==> config.mk <==
export PLATFORM = sky130hd
export DESIGN_NAME = if1_pc_predictor
export DESIGN_NICKNAME = d
export VERILOG_FILES = /design/src/rtl/if1_pc_predictor_pkg.sv /design/src/rtl/if1_pc_predictor_btb_array.sv /design/src/rtl/if1_pc_predictor.sv
export SDC_FILE = /design/constraint.sdc
export NUM_CORES = 2
export LEC_CHECK = 0
export CAP_MARGIN = 20
export CORE_MARGIN = 2
export CORE_UTILIZATION = 55
export CTS_BUF_LIST = sky130_fd_sc_hd__clkbuf_8
export DETAILED_ROUTE_END_ITERATION = 10
export PLACE_DENSITY = 0.76
export SETUP_SLACK_MARGIN = 0.5
export SLEW_MARGIN = 20
export SYNTH_ARGS = -nofsm -noshare
export SYNTH_HDL_FRONTEND = slang
export SYNTH_SLANG_ARGS = --single-unit
==> constraint.sdc <==
create_clock -name clk -period 30.3 [get_ports clk]
set_clock_uncertainty 0.05 [all_clocks]
set_input_delay 3.03 -clock clk [delete_from_list [all_inputs] [get_ports clk]]
set_output_delay 3.03 -clock clk [all_outputs]
set_load 0.05 [all_outputs]
==> src/rtl/if1_pc_predictor_pkg.sv <==
`default_nettype none
// ============================================================================
// Module : if1_pc_predictor_pkg
// Brief  : Shared constants, BTB write-op struct and counter helper for IF1
// Rev    : 1.0  initial release
// ============================================================================
package if1_pc_predictor_pkg;

    localparam logic [31:0] RESET_PC_DEFAULT = 32'h1c00_0000;

    localparam logic [1:0] BP_SNT = 2'b00;
    localparam logic [1:0] BP_WNT = 2'b01;
    localparam logic [1:0] BP_WT  = 2'b10;
    localparam logic [1:0] BP_ST  = 2'b11;

    // One write-port transaction: a training op and an invalidate op that the
    // top has already arbitrated, so the two never target the same index.
    typedef struct packed {
        logic        train_en;
        logic [31:0] train_pc;
        logic        train_taken;
        logic [31:0] train_target;
        logic        inv_en;
        logic [31:0] inv_pc;
    } btb_wr_t;

    function automatic logic [1:0] bp_ctr_next(input logic [1:0] ctr, input logic taken);
        logic [1:0] nxt;
        if (taken) begin
            nxt = (ctr == BP_ST) ? BP_ST : ctr + 2'd1;
        end else begin
            nxt = (ctr == BP_SNT) ? BP_SNT : ctr - 2'd1;
        end
        return nxt;
    endfunction

endpackage
`default_nettype wire

==> src/rtl/if1_pc_predictor_btb_array.sv <==
`default_nettype none
// ============================================================================
// Module : if1_pc_predictor_btb_array
// Brief  : Direct-mapped BTB with 2-bit counters; 1 comb read, 1 write port
// Rev    : 1.0  initial release
// ============================================================================
module if1_pc_predictor_btb_array
    import if1_pc_predictor_pkg::*;
#(
    parameter int ENTRIES = 16,
    parameter int IDX_W   = $clog2(ENTRIES)
) (
    input  logic        clk,
    input  logic        rst,
    input  logic [31:0] rd_pc,
    output logic        rd_hit,
    output logic        rd_taken,
    output logic [31:0] rd_target,
    input  btb_wr_t     wr
);

    localparam int TAG_W = 32 - IDX_W - 2;

    logic              r_valid  [ENTRIES];
    logic [TAG_W-1:0]  r_tag    [ENTRIES];
    logic [29:0]       r_target [ENTRIES];
    logic [1:0]        r_ctr    [ENTRIES];

    logic [IDX_W-1:0]  w_rd_idx;
    logic [TAG_W-1:0]  w_rd_tag;
    logic [IDX_W-1:0]  w_tr_idx;
    logic [TAG_W-1:0]  w_tr_tag;
    logic              w_tr_hit;
    logic [IDX_W-1:0]  w_inv_idx;
    logic [TAG_W-1:0]  w_inv_tag;
    logic              w_inv_hit;
    logic              w_unused;

    assign w_rd_idx  = rd_pc[IDX_W+1:2];
    assign w_rd_tag  = rd_pc[31:IDX_W+2];
    assign w_tr_idx  = wr.train_pc[IDX_W+1:2];
    assign w_tr_tag  = wr.train_pc[31:IDX_W+2];
    assign w_inv_idx = wr.inv_pc[IDX_W+1:2];
    assign w_inv_tag = wr.inv_pc[31:IDX_W+2];

    assign w_tr_hit  = r_valid[w_tr_idx]  && (r_tag[w_tr_idx]  == w_tr_tag);
    assign w_inv_hit = r_valid[w_inv_idx] && (r_tag[w_inv_idx] == w_inv_tag);

    // Lookup always reflects pre-edge contents; no write-to-read bypass.
    assign rd_hit    = r_valid[w_rd_idx] && (r_tag[w_rd_idx] == w_rd_tag);
    assign rd_taken  = rd_hit && r_ctr[w_rd_idx][1];
    assign rd_target = rd_taken ? {r_target[w_rd_idx], 2'b00} : 32'h0;

    assign w_unused = ^{rd_pc[1:0], wr.train_pc[1:0], wr.train_target[1:0], wr.inv_pc[1:0]};

    always_ff @(posedge clk or posedge rst) begin
        if (rst) begin
            for (int i = 0; i < ENTRIES; i++) begin
                r_valid[i]  <= 1'b0;
                r_tag[i]    <= '0;
                r_target[i] <= '0;
                r_ctr[i]    <= BP_SNT;
            end
        end else begin
            if (wr.inv_en && w_inv_hit) begin
                r_valid[w_inv_idx] <= 1'b0;
            end
            if (wr.train_en) begin
                if (w_tr_hit) begin
                    r_ctr[w_tr_idx] <= bp_ctr_next(r_ctr[w_tr_idx], wr.train_taken);
                    if (wr.train_taken) begin
                        r_target[w_tr_idx] <= wr.train_target[31:2];
                    end
                end else if (wr.train_taken) begin
                    r_valid[w_tr_idx]  <= 1'b1;
                    r_tag[w_tr_idx]    <= w_tr_tag;
                    r_target[w_tr_idx] <= wr.train_target[31:2];
                    r_ctr[w_tr_idx]    <= BP_WT;
                end
            end
        end
    end

endmodule
`default_nettype wire

==> src/rtl/if1_pc_predictor.sv <==
`default_nettype none
// ============================================================================
// Module : if1_pc_predictor
// Brief  : IF1 fetch-PC register, next-PC mux and BTB train/invalidate arbiter
// Rev    : 1.0  initial release
// ============================================================================
module if1_pc_predictor
    import if1_pc_predictor_pkg::*;
#(
    parameter logic [31:0] RESET_PC    = RESET_PC_DEFAULT,
    parameter int          BTB_ENTRIES = 16,
    parameter int          IDX_W       = $clog2(BTB_ENTRIES)
) (
    input  logic        clk,
    input  logic        rst,
    input  logic        pc_wen,
    input  logic        pc_is_wrong,
    input  logic [31:0] pc_correct,
    input  logic        upd_valid,
    input  logic [31:0] upd_pc,
    input  logic        upd_taken,
    input  logic [31:0] upd_target,
    input  logic        inv_valid,
    input  logic [31:0] inv_pc,
    output logic [31:0] if1_pc,
    output logic        if1_branch_bp,
    output logic [31:0] if1_bp_target
);

    logic [31:0] r_pc;
    logic [31:0] w_pc_next;
    logic [31:0] w_pc_plus4;
    logic        w_rd_hit;
    logic        w_same_idx;
    btb_wr_t     w_wr;
    logic        w_unused;

    assign w_pc_plus4 = r_pc + 32'd4;
    assign w_same_idx = (upd_pc[IDX_W+1:2] == inv_pc[IDX_W+1:2]);
    assign w_unused   = ^{pc_correct[1:0], w_rd_hit};

    // Training owns the index when both ops collide; otherwise both proceed.
    always_comb begin
        w_wr              = '0;
        w_wr.train_en     = upd_valid;
        w_wr.train_pc     = upd_pc;
        w_wr.train_taken  = upd_taken;
        w_wr.train_target = upd_target;
        w_wr.inv_en       = inv_valid && !(upd_valid && w_same_idx);
        w_wr.inv_pc       = inv_pc;
    end

    always_comb begin
        w_pc_next = r_pc;
        if (pc_is_wrong) begin
            w_pc_next = {pc_correct[31:2], 2'b00};
        end else if (pc_wen) begin
            w_pc_next = if1_branch_bp ? if1_bp_target : w_pc_plus4;
        end
    end

    always_ff @(posedge clk or posedge rst) begin
        if (rst) begin
            r_pc <= RESET_PC;
        end else begin
            r_pc <= w_pc_next;
        end
    end

    if1_pc_predictor_btb_array #(
        .ENTRIES (BTB_ENTRIES),
        .IDX_W   (IDX_W)
    ) u_btb (
        .clk       (clk),
        .rst       (rst),
        .rd_pc     (r_pc),
        .rd_hit    (w_rd_hit),
        .rd_taken  (if1_branch_bp),
        .rd_target (if1_bp_target),
        .wr        (w_wr)
    );

    assign if1_pc = r_pc;

endmodule
`default_nettype wire

; After elaboration in Yosys (flattened, before gate mapping)
; Cells that the tools add are included.
[totals]
out_inout_bits = 65
in_bits = 135
mem_bits_rw = 0
reg_bits = 976
wordCells = 159
latchBits = 0
rom_bits = 0
memories = 0
[classes]
add_sub_neg = 3
n_bitwise = 10
shift = 0
reduce_logical = 16
multipliers = 0
muxes = 55
n_lt_le_gt_ge = 5
div_mod_pow = 0
n_eq_ne = 5
[op_table]
columns = cell, n
row1 = $bwmux 480, 1
row2 = $bwmux 416, 1
row3 = $bmux 26 s4, 3
row4 = $mux 32, 6
row5 = $mux 26, 7
row6 = $bmux 30 s4, 1
row7 = $demux 30 s4, 1
row8 = $demux 26 s4, 1
row9 = $mux 30, 3
row10 = $eq 26x26->1, 3
row11 = $mux 16, 4
row12 = $add 32x3->32 const B, 1
row13 = $and 16x16->16, 2
row14 = $bwmux 32, 1
row15 = $not 16->16, 2
row16 = $or 16x16->16, 2
row17 = $mux 2, 10
row18 = $bmux 2 s4, 2
row19 = $ge 5x5->1 const B, 3
row20 = $not 4->5, 3
row21 = $bmux 1 s4, 3
row22 = $lt 5x1->1 const B, 2
row23 = $logic_and 1x1->1, 9
row24 = $demux 1 s4, 2
row25 = other kinds (12), 21

; Logic depth before layout (Yosys ltp)
[depth]
ltp_word = 12
ltp_mapped = 17
depth_no_buf = 9

; By module
; A second synthesis with hierarchy kept.
[hier_totals]
hier_cells = 4023
area_unflattened_um2 = 54472.2
[by_module_without_submodules]
columns = module, instances, cells_each, seq_area_each_um2, area_each_um2
row1 = if1_pc_predictor_btb_array, 1, 3702, 23622.7, 51917.3
row2 = if1_pc_predictor, 1, 321, 804.5, 2555.0

; Least setup slack after synthesis
; No wires, ideal clock.
[synth_timing]
path_kind = register to output
startpoint = register r_pc[2], in the netlist if1_pc[2]
endpoint = output port if1_bp_target[22]
t_arrival_ns = 4.605
t_required_ns = 27.220
path_buffers = 5
path_stages_with_launch = 13
path_slack_ns = 22.615
cell_sequence = dfrtp_1 -> buf_2 -> buf_2 -> buf_1 -> mux4_2 -> mux4_2 -> xnor2_1 -> nand2_1 -> nor4bb_1 -> and4b_1 -> clkbuf_1 -> clkbuf_1 -> and2_1
[synth_via]
elab_chain_cells = 8
word_cells_on_any_way = 17
cone_classes = eq/ne: 1 / mux: 13 / bitwise: 1 / reduce/logical: 2
[synth_lines]
columns = element, line_no
row1 = "start, declared", if1_pc_predictor.sv:30  ; logic [31:0] r_pc;
row2 = "start signal, assigned", if1_pc_predictor.sv:66  ; r_pc <= w_pc_next;
row3 = $not 4->5 (implied by the code) (*), "if1_pc_predictor_btb_array.sv:50, if1_pc_predictor_btb_array.sv:51"
row4 = $bmux 26 s4, if1_pc_predictor_btb_array.sv:50  ; assign rd_hit = r_valid[w_rd_idx] && (r_tag[w_rd_idx] == w_rd_tag);
row5 = $mux 26 (implied by the code) (2 in series), if1_pc_predictor_btb_array.sv:50
row6 = $eq 26x26->1, if1_pc_predictor_btb_array.sv:50
row7 = $logic_and 1x1->1, if1_pc_predictor_btb_array.sv:50
row8 = $logic_and 1x1->1 (*), if1_pc_predictor_btb_array.sv:51  ; assign rd_taken = rd_hit && r_ctr[w_rd_idx][1];
row9 = via if1_branch_bp, if1_pc_predictor.sv:26  ; output logic if1_branch_bp,
row10 = $mux 32 (*), if1_pc_predictor_btb_array.sv:52  ; assign rd_target = rd_taken ? {r_target[w_rd_idx], 2'b00} : 32'h0;
row11 = "end, declared", if1_pc_predictor.sv:27  ; output logic [31:0] if1_bp_target
; Mark *: on every way through the listed nets, which the timed path passes. The rest lies on a longest branch. The select of a mux whose other input is x is not followed.

; Worst setup path after layout
[layout_timing]
startpoint = register r_pc[2], in the netlist if1_pc[2]
endpoint = output port if1_bp_target[19]
[layout_via]
elab_chain_cells = 8
word_cells_on_any_way = 17
cone_classes = eq/ne: 1 / mux: 13 / bitwise: 1 / reduce/logical: 2
[layout_lines]
columns = element, line_no
row1 = $not 4->5 (implied by the code) (*), "if1_pc_predictor_btb_array.sv:50, if1_pc_predictor_btb_array.sv:51, if1_pc_predictor_btb_array.sv:52"
row2 = $bmux 26 s4, if1_pc_predictor_btb_array.sv:50
row3 = $mux 26 (implied by the code) (2 in series), if1_pc_predictor_btb_array.sv:50
row4 = $eq 26x26->1, if1_pc_predictor_btb_array.sv:50
row5 = $logic_and 1x1->1, if1_pc_predictor_btb_array.sv:50
row6 = $logic_and 1x1->1, if1_pc_predictor_btb_array.sv:51
row7 = $mux 32 (*), if1_pc_predictor_btb_array.sv:52
; Mark *: on every way between the ends. The rest lies on a longest branch, timed or not. The select of a mux whose other input is x is not followed.

==> metrics.md <==
| Metric | Value |
|---|---|
| Reg-to-reg critical path startpoint | u_btb.r_tag[317] |
| Yosys reg bits | 974 |
| Layout area overhead | 11.5% |
| Number of detailed-route iterations in the first pass | 8 |
| Pwr per Cell Area | 66.4 nW/um2 |
| Layout cells sized above 1 | 45.3% |
| Starting density of the core | 55.3% |
| Post-CTS Setup Repair Bufs | 0 |
| CP Class | reg2out |
| Largest net degree at the start of global routing | 161 |
| Num CTS Buffers | 165 |
| PostCTS Resize Cnt | 0 |
| Area of the core | 96400 um2 |
| Synth Warn # | 0 |
| Hold buffer count at CTS | 0 |
| Critical Path Fanout Max | 46 |
| Cell area after placement | 56000 um2 |
| Clk buf depth | 3 |
| H-tree depth | 4 |
| Port buffer count | 187 |
| First-pass GRT wire length | 241 mm |
| Netlist cell types | 82 |
| Critical Path End | if1_bp_target[19] |
| CTS tree | built |
| RSZ-0062 raised after global routing | no |
| Startpoint Class | flip-flop |
| Global route hottest layer | met2 |
| M2 GR Usage | 49.3% |
| Worst slew margin | 25.2% |
| Max cap viols | 0 |
| Fin. Hold Viols | 0 |
| Starting DRT DRC Count | 4115 |
| Via count | 35600 |
| Mean routed wirelength per cell | 31.5 um |
| DIE HEIGHT | 315 um |
| Die Wd | 315 um |
| Reg2reg path depth | 11 |
| Routed Antenna Nets | 0 |
| Post-Synthesis Cells | 3655 |
| Top FF cell, synth | dfrtp_1 |
| R2R Setup Slk | 24.30 ns |
| CTS root buf | clkbuf_8 |
| Initial antenna violation count | 19 |
| Final WL | 162 mm |
| Met1 Use GR | 45.0% |
| Worst-path clk slew | 0.06 ns |
| EDFF count, synth | 0 |
| DRC violation count after routing | 0 |
| Number of global-route vias before repair | 36100 |
| Area of the die | 99400 um2 |
| Share of async-settable or async-resettable flops after synthesis | 100% |
| Final worst path period need | 10.30 ns |
| Row cnt | 114 |
| Worst vdd ir | 50.4 uV |
| Via density per instance | 6.90 |
| CP endpoint kind | primary output |
| CP startpoint | if1_pc[2] |
| Setup TNS | 0 ns |
| Leakage power | 25.2 nW |
| F_max | 97.0 MHz |
| Total GRT Usage | 33.2% |
| Final instance area | 59500 um2 |
| Post-synthesis sequential area ratio | 45.7% |
| Final HPWL DP | 99.6 mm |
| Nets | 3880 |
| Data required time at the worst endpoint | 27.22 ns |
| Reg-to-reg endpoint | u_btb.r_tag[276] |
| Worst skew pair latency | 0.90 ns |
| Worst path arrival time | 7.22 ns |
| Syn_area_per_cell | 14.6 um2 |
| Ports | 200 |
| Number of clock sinks | 974 |
| Final Setup Violations | 0 |
| Hold crit path type | reg2reg |
| Utilization after layout | 61.7% |
| Max-slew violation count | 0 |
| Placer Congestion | 0.967 |
| Grt total ovfl | 0 |
| Status | complete, no violations |
| Global Route met3 Usage | 11.2% |
| Syn Std Cell Area | 53300 um2 |
| FILL cells | 7313 |
| Actual slew at the worst max-slew pin | 1.12 ns |
| Ratio of final minimum period to clock period | 34.0% |
## cell type report
cell class | count | area, um2 | share of cell area (%)
clock inverters | 67 | 389 | 0.655
multi-input cells | 2281 | 27200 | 45.8
repair buffers | 282 | 2600 | 4.37
clock buffers | 222 | 3060 | 5.14
flip-flops and latches | 974 | 24400 | 41.0
diodes | 13 | 32.5 | 0.0547
inverters | 40 | 156 | 0.263
well taps | 1276 | 1600 | 2.69
## metrics by stage
| stage | worst slack, ns | hold slack, ns | instances | power [W] |
|---|---|---|---|---|
| global route | 19.61 | 0.454 | 5145 | 0.00411 |
| detailed placement | 20.73 | 0.428 | 4852 | 0.00272 |
| floorplan | 13.81 | 0.401 | 3658 | 0.00242 |
| CTS | 20.01 | 0.445 | 5141 | 0.00395 |
| global placement | 20.72 | 0.419 | 4850 | 0.00268 |
| finish | 20.00 | 0.450 | 5155 | 0.00395 |
## routing by layer
metal	part of all wire [%]	up-vias
li1	-	14200
met3	12	459
met5	0.067	-
met2	46	2080
met1	38	18800
met4	4.3	18
## where the power goes
group / internal, W / switching [W] / total [W]
Clock: 0.000663 / 0.000562 / 0.00123
Combinational: 0.000539 / 0.000434 / 0.000973
Sequential: 0.00155 / 0.000203 / 0.00175
## Yosys cell counts, types with 12 or more instances
| cell | number | area share, % |
|---|---|---|
| dfrtp_1 | 971 | 46 |
| mux2_2 | 859 | 18 |
| mux4_2 | 477 | 20 |
| clkbuf_1 | 199 | 1.4 |
| mux2i_1 | 125 | 2.3 |
| o21ai_0 | 99 | 0.93 |
| nand2_1 | 73 | 0.51 |
| nor2_1 | 72 | 0.51 |
| buf_2 | 60 | 0.56 |
| xnor2_1 | 56 | 0.92 |
| buf_1 | 51 | 0.36 |
| a21oi_1 | 47 | 0.44 |
| and2_1 | 41 | 0.48 |
| xor2_1 | 40 | 0.66 |
| inv_1 | 39 | 0.27 |
| mux2_1 | 34 | 0.72 |
| buf_4 | 32 | 0.45 |
| nand3_1 | 25 | 0.23 |
| o22ai_1 | 25 | 0.29 |
| nor3b_1 | 24 | 0.34 |
| a221oi_1 | 20 | 0.33 |
| buf_6 | 20 | 0.42 |
| nand2b_1 | 20 | 0.23 |
| a22oi_1 | 18 | 0.25 |
| nor2b_1 | 18 | 0.21 |
| nand4_1 | 17 | 0.20 |
| nor3_1 | 15 | 0.14 |
| o2bb2ai_1 | 12 | 0.20 |
## cell usage in the layout (no fill, tap or decap), types with 20 or more instances in the layout
| cell type | instances |
|---|---|
| nand3_1 | 25 |
| o22ai_1 | 25 |
| and2_1 | 41 |
| dfrtp_1 | 967 |
| mux2i_1 | 125 |
| xnor2_1 | 56 |
| mux2_2 | 859 |
| xor2_1 | 40 |
| mux4_2 | 477 |
| clkdlybuf4s50_1 | 181 |
| nor2_1 | 60 |
| nor3b_1 | 24 |
| inv_1 | 73 |
| o21ai_0 | 99 |
| a21oi_1 | 47 |
| nand2_1 | 69 |
| a221oi_1 | 20 |
| mux2_1 | 34 |
| clkbuf_8 | 222 |
| buf_4 | 91 |
## logic make-up (layout without fill, tap and decap cells)
| kind of cell | after synthesis | after routing | synth area share (%) |
|---|---|---|---|
| muxes | 1495 | 1495 | 41.4 |
| DFF | 974 | 974 | 45.7 |
| buffers and inverters | 403 | 611 | 3.49 |
| and+or+nand+nor | 365 | 365 | 3.71 |
| AOI/OAI and AO/OA | 318 | 318 | 4.05 |
| xor gates and xnor gates | 96 | 96 | 1.58 |
| adders and majority gates | 3 | 3 | 0.0610 |
| other | 1 | 17 | 0.00704 |
## critical path, stage by stage (launching register included)
cell,delay [ns]
dfrtp_4,0.90
buf_4,0.88
mux4_2,0.60
mux2i_1,0.34
nand2_1,0.08
a311oi_1,0.77
nand3_1,0.15
nor4bb_1,0.40
and4b_4,0.51
buf_4,0.55
and2_1,0.23
clkdlybuf4s50_1,0.81
## flip-flops by register name (all words and copies together), names as in the netlist
signal / flops
u_btb.r_valid: 16
u_btb.r_target: 480
u_btb.r_ctr: 32
u_btb.r_tag: 416
if1_pc: 30
## how the worst min path moves through the flow
stage | from | end | slack (ns) | cells past startpoint
detailed placement | u_btb.r_ctr[20] | u_btb.r_ctr[20] | 0.43 | 1
global route | u_btb.r_ctr[16] | u_btb.r_ctr[16] | 0.45 | 1
CTS | u_btb.r_ctr[16] | u_btb.r_ctr[16] | 0.44 | 1
finish | u_btb.r_target[409] | u_btb.r_target[409] | 0.45 | 1
floorplan | u_btb.r_ctr[10] | u_btb.r_ctr[10] | 0.40 | 1
global placement | u_btb.r_ctr[10] | u_btb.r_ctr[10] | 0.42 | 1
(Power assumes the default switching activity.)
